## src/rtl/seq_multiplier.sv

```systemverilog
// Iterative shift-and-add multiplier: one width+1-bit adder, width iterations per product,
// start/done handshake, run-time signed or unsigned operands.
module seq_multiplier #(
    parameter int width = 8
) (
    input  logic                 clk,
    input  logic                 rst,
    input  logic                 start,
    input  logic                 signed_mode,
    input  logic [width-1:0]     m,
    input  logic [width-1:0]     q,
    output logic                 busy,
    output logic                 done,
    output logic [2*width-1:0]   mult
);

    localparam int CW = $clog2(width + 1);

    typedef enum logic {
        IDLE = 1'b0,
        CALC = 1'b1
    } state_t;

    state_t               r_state;
    state_t               w_next_state;

    logic [width-1:0]     r_m;
    logic [width-1:0]     r_q;
    logic [width-1:0]     r_upper;
    logic [CW-1:0]        r_cnt;
    logic                 r_neg;
    logic                 r_done;
    logic [2*width-1:0]   r_mult;

    logic [width-1:0]     w_m_abs;
    logic [width-1:0]     w_q_abs;
    logic [width:0]       w_addend;
    logic [width:0]       w_sum;
    logic [2*width-1:0]   w_prod;
    logic                 w_last;

    // The most negative operand negates to itself, which read as unsigned is its magnitude.
    assign w_m_abs  = (signed_mode && m[width-1]) ? -m : m;
    assign w_q_abs  = (signed_mode && q[width-1]) ? -q : q;

    assign w_addend = r_q[0] ? {1'b0, r_m} : '0;
    assign w_sum    = {1'b0, r_upper} + w_addend;
    // Product as it will stand after this iteration's right shift.
    assign w_prod   = {w_sum, r_q[width-1:1]};
    assign w_last   = (r_state == CALC) && (r_cnt == CW'(1));

    always_ff @(posedge clk or posedge rst) begin
        if (rst) begin
            r_state <= IDLE;
        end else begin
            // NOTE: clocked state uses non-blocking assignments so every register samples pre-edge values.
            r_state <= w_next_state;
        end
    end

    always_comb begin
        // NOTE: default first, so no path leaves w_next_state unassigned and no latch is inferred.
        w_next_state = r_state;
        case (r_state)
            IDLE:    if (start)  w_next_state = CALC;
            CALC:    if (w_last) w_next_state = IDLE;
            default:             w_next_state = IDLE;
        endcase
    end

    always_ff @(posedge clk or posedge rst) begin
        if (rst) begin
            r_m     <= '0;
            r_q     <= '0;
            r_upper <= '0;
            r_cnt   <= '0;
            r_neg   <= 1'b0;
            r_done  <= 1'b0;
            r_mult  <= '0;
        end else begin
            r_done <= 1'b0;
            case (r_state)
                IDLE: begin
                    if (start) begin
                        r_m     <= w_m_abs;
                        r_q     <= w_q_abs;
                        r_neg   <= signed_mode & (m[width-1] ^ q[width-1]);
                        r_upper <= '0;
                        r_cnt   <= CW'(width);
                    end
                end
                CALC: begin
                    r_upper <= w_sum[width:1];
                    r_q     <= {w_sum[0], r_q[width-1:1]};
                    r_cnt   <= r_cnt - CW'(1);
                    if (w_last) begin
                        r_mult <= r_neg ? -w_prod : w_prod;
                        r_done <= 1'b1;
                    end
                end
                default: ;
            endcase
        end
    end

    assign busy = (r_state == CALC);
    assign done = r_done;
    assign mult = r_mult;

endmodule

```

## config.mk

```make
export PLATFORM = sky130hd
export DESIGN_NAME = seq_multiplier
export DESIGN_NICKNAME = d
export VERILOG_FILES = /design/src/rtl/seq_multiplier.sv
export SDC_FILE = /design/constraint.sdc
export NUM_CORES = 1
export LEC_CHECK = 0
export BUFFER_PORTS_ARGS = -buffer_cell sky130_fd_sc_hd__buf_4
export CAP_MARGIN = 30
export CORE_MARGIN = 3
export CORE_UTILIZATION = 34
export CTS_BUF_LIST = sky130_fd_sc_hd__clkbuf_8 sky130_fd_sc_hd__clkbuf_16
export DETAILED_ROUTE_END_ITERATION = 8
export PLACE_DENSITY = 0.62
export REMOVE_ABC_BUFFERS = 1
export SLEW_MARGIN = 10
export SYNTH_ARGS = -nofsm -noshare
export SYNTH_HDL_FRONTEND = slang
export SYNTH_SLANG_ARGS = --single-unit
```

## constraint.sdc

```tcl
create_clock -name clk -period 4.15 [get_ports clk]
set_clock_uncertainty 0.1 [all_clocks]
set_input_delay 0.2075 -clock clk [delete_from_list [all_inputs] [get_ports clk]]
set_output_delay 0.2075 -clock clk [all_outputs]
set_load 0.005 [all_outputs]
```

# Word-level counts from Yosys, hierarchy flattened
# Cells that the tools add are included.
# word_totals
output_inout_bits,18
elab_cells,38
register_bits,47
inputBits,20
# op_classes
addsub,5
eq_ne,2
muxes,15
n_reduce_logical,5
n_bitwise,3
# ops
operator,count
$mux 8,5
$pmux 8 s2,2
$mux 16,1
$neg 16->16,1
$neg 8->8,2
$add 8x8->9,1
$pmux 4 s2,1
$eq 4x1->1 const B,1
$mux 1,4
$mux 4,1
$reduce_and 2->1,2
$sub 4x1->4 const B,1
$logic_and 1x1->1,3
$ne 2x2->1 const B,1
$pmux 1 s2,1
$and 1x1->1,1
$not 1->1,1
$xor 1x1->1,1

# Longest topological paths before layout
# Gate-level depths: netlist of the first run.
# depth
ltp_word,4
depth_mapped,9
mapped_depth_nobuf,9

# Worst setup path before layout of the first run
# Ideal clock, no wire load.
# synth_path
path_type,reg2reg
startpoint,register r_q[0]
endpoint,register r_mult[14] (netlist: mult[14])
n_path_buf,0
arrival_time_ns,2.937
synth_period_minus_slack_ns,3.162
required_ns,3.925
path_stages_with_launch,9
setup_slack_ns,0.988
setup_ns,0.125
path_cell_list,dfrtp_1 and2_1 ha_1 fa_1 or4_4 or4_4 o41ai_2 xnor2_1 mux2_4
# synth_via
elab_chain_len,4
# synth_lines
element,line,rtl
from (decl),28,logic [width-1:0] r_q;
from (signal assigned),86,r_q <= w_q_abs;
from (signal assigned),94,"r_q <= {w_sum[0], r_q[width-1:1]};"
$mux 8 *,46,"assign w_addend = r_q[0] ? {1'b0, r_m} : '0;"
$add 8x8->9 *,47,"assign w_sum = {1'b0, r_upper} + w_addend;"
$neg 16->16,97,r_mult <= r_neg ? -w_prod : w_prod;
$mux 16 *,97,
to (signal assigned),97,
to (decl),33,logic [2*width-1:0] r_mult;
# Every way passes the cells marked *; elsewhere a longest branch is shown, timed or not.
# A chain may end at the register's enable or synchronous reset.

# Final worst setup path of the first run
# Same ends and word-level chain as after synthesis.

==> results of run 1 <==
==> cell usage in the layout (no fill, tap or decap), drive strengths merged, types with 4 or more instances in the layout <==
cell,instances
inv,11
a22o,5
buf,40
mux2,4
nand2,35
nor3,5
or3,7
o21ai,39
clkbuf,5
ha,13
a21oi,18
and2,8
xnor2,10
nand3,8
dfrtp,47
nand2b,6
nor2,30
xor2,15
o31ai,7
==> registers in the layout, summed over array words and instances (netlist names) <==
name and count:
mult 16, r_upper 8, r_neg 1, busy 1
r_q 8, r_m 8, r_cnt 4, done 1
==> metal layers <==
layer  part of all wire  GRT usage  up-vias
met5                  0          0        -
met4              0.011    0.03240        0
met3              0.041    0.02812        5
met2               0.45     0.2028       43
met1               0.50     0.1851     1071
li1                   -          -     1170
==> cell type report <==
| type | count | area share |
|---|---|---|
| Multi-Input combinational cell | 245 | 0.4721 |
| Sequential cell | 47 | 0.3550 |
| Timing Repair Buffer | 41 | 0.09743 |
| Tap cell | 102 | 0.03852 |
| Clock buffer | 5 | 0.02077 |
| Inverter | 10 | 0.01133 |
| Clock inverter | 3 | 0.004909 |
==> critical path, stage by stage, from the launching register on <==
cell	delay, ps
dfrtp_1	450
and2_1	170
ha_1	210
fa_1	490
or4_4	560
or4_4	450
o41ai_2	370
xnor2_1	110
mux2_4	260
==> power by group <==
group	internal (mW)	leakage, nW	switching (mW)	total (mW)
registers	0.671	0.575	0.175	0.847
clock network	0.116	0.0453	0.156	0.271
logic	0.539	0.890	0.587	1.13
==> logic make-up after synthesis <==
logic type,count (synthesis),synth area share
multiplexers,7,0.02800
AO/OA/AOI/OAI,89,0.1933
XOR/XNOR,25,0.07778
adder cells (fa/ha/maj),14,0.06489
flip-flops,47,0.4178
AND/OR/NAND/NOR,110,0.1862
buffers and inverters,24,0.03200
==> metrics by stage <==
stage	worst slack, ps	hold slack [ps]
after CTS	851.0	97.70
after global placement	902.8	356.2
after detailed placement	861.5	185.0
final	866.4	98.24
after global routing	705.2	92.08
after floorplan	39.83	193.8
==> final timing paths <==
check	cells past startpoint	endpoint
setup / recovery	8	mult[14]
hold / removal	3	r_neg
setup reg to reg	8	mult[14]
hold reg to reg	2	r_m[1]
max in group asynchronous	4	r_m[1]
min in group asynchronous	3	done
==> impl_metrics.yaml, run 1 <==
setup_path:
  r2r_slack_ps: 870
  crit_type: "reg2reg"
  critPathArrivalTime_ps: 3380
  cp-startpoint: "r_q[0]"
  end_kind: "flip-flop"
  crit_path_start_kind: "flip-flop"
  reg2reg_from: "r_q[0]"
  crit_path_max_fanout: 9
  cp.required_ps: 4240
global_route:
  grt_pass1_wl_um: 10330
  grtUsageTotal: 0.1305
  overflow: 0
  grt_start_max_net_pins: 39
  antenna_found_initial: 0
  grt_pass1_vias: 2183
pwr:
  p_total_mw: 2.244
  power_density_nw_per_um2: 677.3
  ir_drop_uv: 187.2
  power_leakage_nw: 1.510
sta:
  fmax_ghz: 0.3045
  fin_crit_sh: 0.7912
  worst_pin_slew_ps: 693.1
  slew_violations: 0
  setup_viol: 0
  fin_setup_tns_ps: 0
  finalHoldViolCount: 0
  slew-limit-headroom: 0.5362
  rsz0062_at_grt: "false"
  period_needed_ps: 3284
finish:
  n_fill_cell: 790
  drive_gt1_frac: 0.1652
  regArea_um2: 1176
  multi_input_area_um2: 1564
  final_core_util: 0.4201
  final_cells: 453
  area_delta_synth_final_pct: 17.69
  final_area_um2: 3313
  diodes: 0
  final_nets: 384
logic_synthesis:
  synthArstFlopShare: 1.000
  yosys.area.top_type: "dfrtp_1"
  synth_area_leaders: "dfrtp_1 42%, o21ai_0 6.9%, ha_1 5.8%"
  synthTopCellsByCount: "47 x dfrtp_1, 39 x o21ai_0, 35 x nand2_1, 30 x nor2_1, 18 x a21oi_1"
  ys.warnings.count: 0
  seq_area_frac_synth: 0.4178
  synth_ff_type: "dfrtp_1"
  yosysMostFrequentCell: "dfrtp_1"
  synth_cell_types: 40
  synth_cells: 316
  syn_area_per_cell_um2: 8.909
  synth-seq-cells: 47
  yosysTopAreaCellShare: 0.4178
  synth_edf_count: 0
  syn_area_um2: 2815
cts:
  numCtsBuffers: 5
  cts_hold_buf: 1
  clk_pin_slew_ps: 90
  clock-root-buffer: "clkbuf_8"
  cts_tree: "yes"
  cts_setup_buffers: 0
  cts-resized-gates: 0
  clock_path_buffers: 2
  clock_sinks: 47
  insertion_delay_ps: 300
  cts.htree.levels: 2
floorplan:
  core_area_um2: 7888
  die_y_um: 97.00
  die_x_um: 97.00
  die_area_um2: 9408
  rows: 32
  num_io_pins: 38
  initial_core_util: 0.3569
routing:
  drt-initial-drc-count: 110
  num_vias: 2289
  drtAntennaViolNets: 0
  wl_per_cell_um: 13.04
  dr.pass1.iters: 4
  drc: 0
  viasPerCell: 5.053
  wl_um: 5907
place:
  place_area_um2: 3218
  gp_congestion: 0.7941
  dp_cells: 444
  portBuffers: 37
  dp_hpwl_um: 4541
worst_hold_path:
  hold_path.class: "in2reg"
  hold_start: "signed_mode"
run_status:
  status: "complete, no violations"
flow_run:
  maxCapViolCount: 0
Power figures use the tool's default switching activity.
==> inputs of run 2 (changes only) <==
==> constraint.sdc (replaced) <==
create_clock -name clk -period 3.2 [get_ports clk]
set_clock_uncertainty 0.1 [all_clocks]
set_input_delay 0.16 -clock clk [delete_from_list [all_inputs] [get_ports clk]]
set_output_delay 0.16 -clock clk [all_outputs]
set_load 0.005 [all_outputs]
==> impl_metrics.yaml, run 2 (same netlist as run 1, synthesis figures left out) <==
routing:
  dr.pass1.iters: 4
  wl_um: 5969
  drt-initial-drc-count: 152
  viasPerCell: 5.020
  num_vias: 2299
  drtAntennaViolNets: 0
  drc: 0
  wl_per_cell_um: 13.03
global_route:
  grt_pass1_wl_um: 10580
  antenna_found_initial: 0
  grtUsageTotal: 0.1324
  overflow: 0
  grt_pass1_vias: 2216
  grt_start_max_net_pins: 30
setup_path:
  crit_type: "reg2reg"
  r2r_slack_ps: 200
  critPathArrivalTime_ps: 3100
  end_kind: "flip-flop"
  crit_path_max_fanout: 3
  rr_worst_depth: 8
  reg2reg_from: "r_m[0]"
  r2r_end: "mult[14]"
  cp.required_ps: 3300
  crit_path_start_kind: "flip-flop"
cts:
  cts_setup_buffers: 0
  clk_pin_slew_ps: 90
  clock_sinks: 47
  numCtsBuffers: 5
  insertion_delay_ps: 310
  clock_path_buffers: 2
  cts_tree: "yes"
  clock-root-buffer: "clkbuf_8"
  cts.htree.levels: 2
floorplan:
  core_area_um2: 7888
  initial_core_util: 0.3569
  num_io_pins: 38
  die_area_um2: 9408
  rows: 32
  die_x_um: 97.00
  die_y_um: 97.00
sta:
  slew_violations: 0
  period_needed_ps: 3004
  rsz0062_at_grt: "false"
  slew-limit-headroom: 0.4940
  setup_viol: 0
  fin_crit_sh: 0.9386
  finalHoldViolCount: 0
  fmax_ghz: 0.3329
  worst_pin_slew_ps: 756.2
flow_run:
  maxCapViolCount: 0
worst_hold_path:
  hold_start: "m[2]"
  min_to: "r_m[2]"
  hold_path_depth: 3
  hold_path.class: "in2reg"
finish:
  final_cell_mix: "47 x dfrtp_1, 44 x buf_4, 39 x o21ai_0"
  multi_input_area_um2: 1578
  n_fill_cell: 795
  final_cells: 458
  area_delta_synth_final_pct: 20.49
  drive_gt1_frac: 0.1826
  regArea_um2: 1176
  largest_reg_flops: 16
  final_common_cell: "dfrtp_1"
  final_area_um2: 3392
  diodes: 0
  final_nets: 389
place:
  place_area_um2: 3256
  dp_cells: 449
  dp_hpwl_um: 4618
  gp_congestion: 0.8399
  portBuffers: 37
run_status:
  status: "complete, no violations"
pwr:
  ir_drop_uv: 269.8
  p_total_mw: 3.064
  power_density_nw_per_um2: 903.2
  power_leakage_nw: 1.547
[run 2: per-stage QoR]
stage            util  setup TNS (ps)  setup WS (ps)  hold slack [ps]
2_1_floorplan       -          -13140         -910.2            146.3
3_3_place_gp   0.4102               0          78.70            354.2
3_5_place_dp   0.4128          -1.391         -1.391            98.74
4_1_cts        0.4283               0          6.834            53.45
5_1_grt        0.4300               0          40.47            70.49
6_report       0.4300               0          196.4            52.93
[run 2: worst max-delay path by stage]
stage,from,endpoint,slack [ps]
5_1_grt,r_m[0],mult[15],40
4_1_cts,r_m[0],mult[14],7
3_5_place_dp,r_m[0],mult[14],-1
6_report,r_m[0],mult[14],200
2_1_floorplan,busy,mult[0],-910
3_3_place_gp,r_m[0],mult[14],80
[run 2: what timing repair did]
item / CTS / global route
resized for setup: 0 / 2
hold buffers: 1 / 0
setup endpoints to repair: 0 / 1
endpoints found under the hold margin: 18 / 0
[run 2: metal layers]
| layer | track usage | up-vias | part of all wire |
|---|---|---|---|
| met4 | 0.02916 | 0 | 0.012 |
| met1 | 0.1912 | 1059 | 0.49 |
| met3 | 0.02091 | 7 | 0.041 |
| met2 | 0.2091 | 52 | 0.46 |
| met5 | 0 | - | 0 |
| li1 | - | 1181 | - |
[run 2: cell type report]
type,count,share of cell area
clock buffer,5,0.02029
clock inverter,3,0.01291
inverter,10,0.01107
multi-input combinational,245,0.4651
sequential,47,0.3467
tap,102,0.03762
timing repair buffer,46,0.1062
[run 2: where the power goes]
group | internal, mW | switching, mW | leakage [nW]
clock | 0.233 | 0.207 | 0.0581
sequential | 0.871 | 0.234 | 0.575
combinational | 0.742 | 0.778 | 0.914
[run 2: critical path, cell delays in order (launching register included)]
cell     delay, ps
dfrtp_1        380
and2_1         160
ha_2           190
fa_1           460
or4_4          560
or4_4          450
o41ai_4        230
xnor2_1        110
mux2_4         250
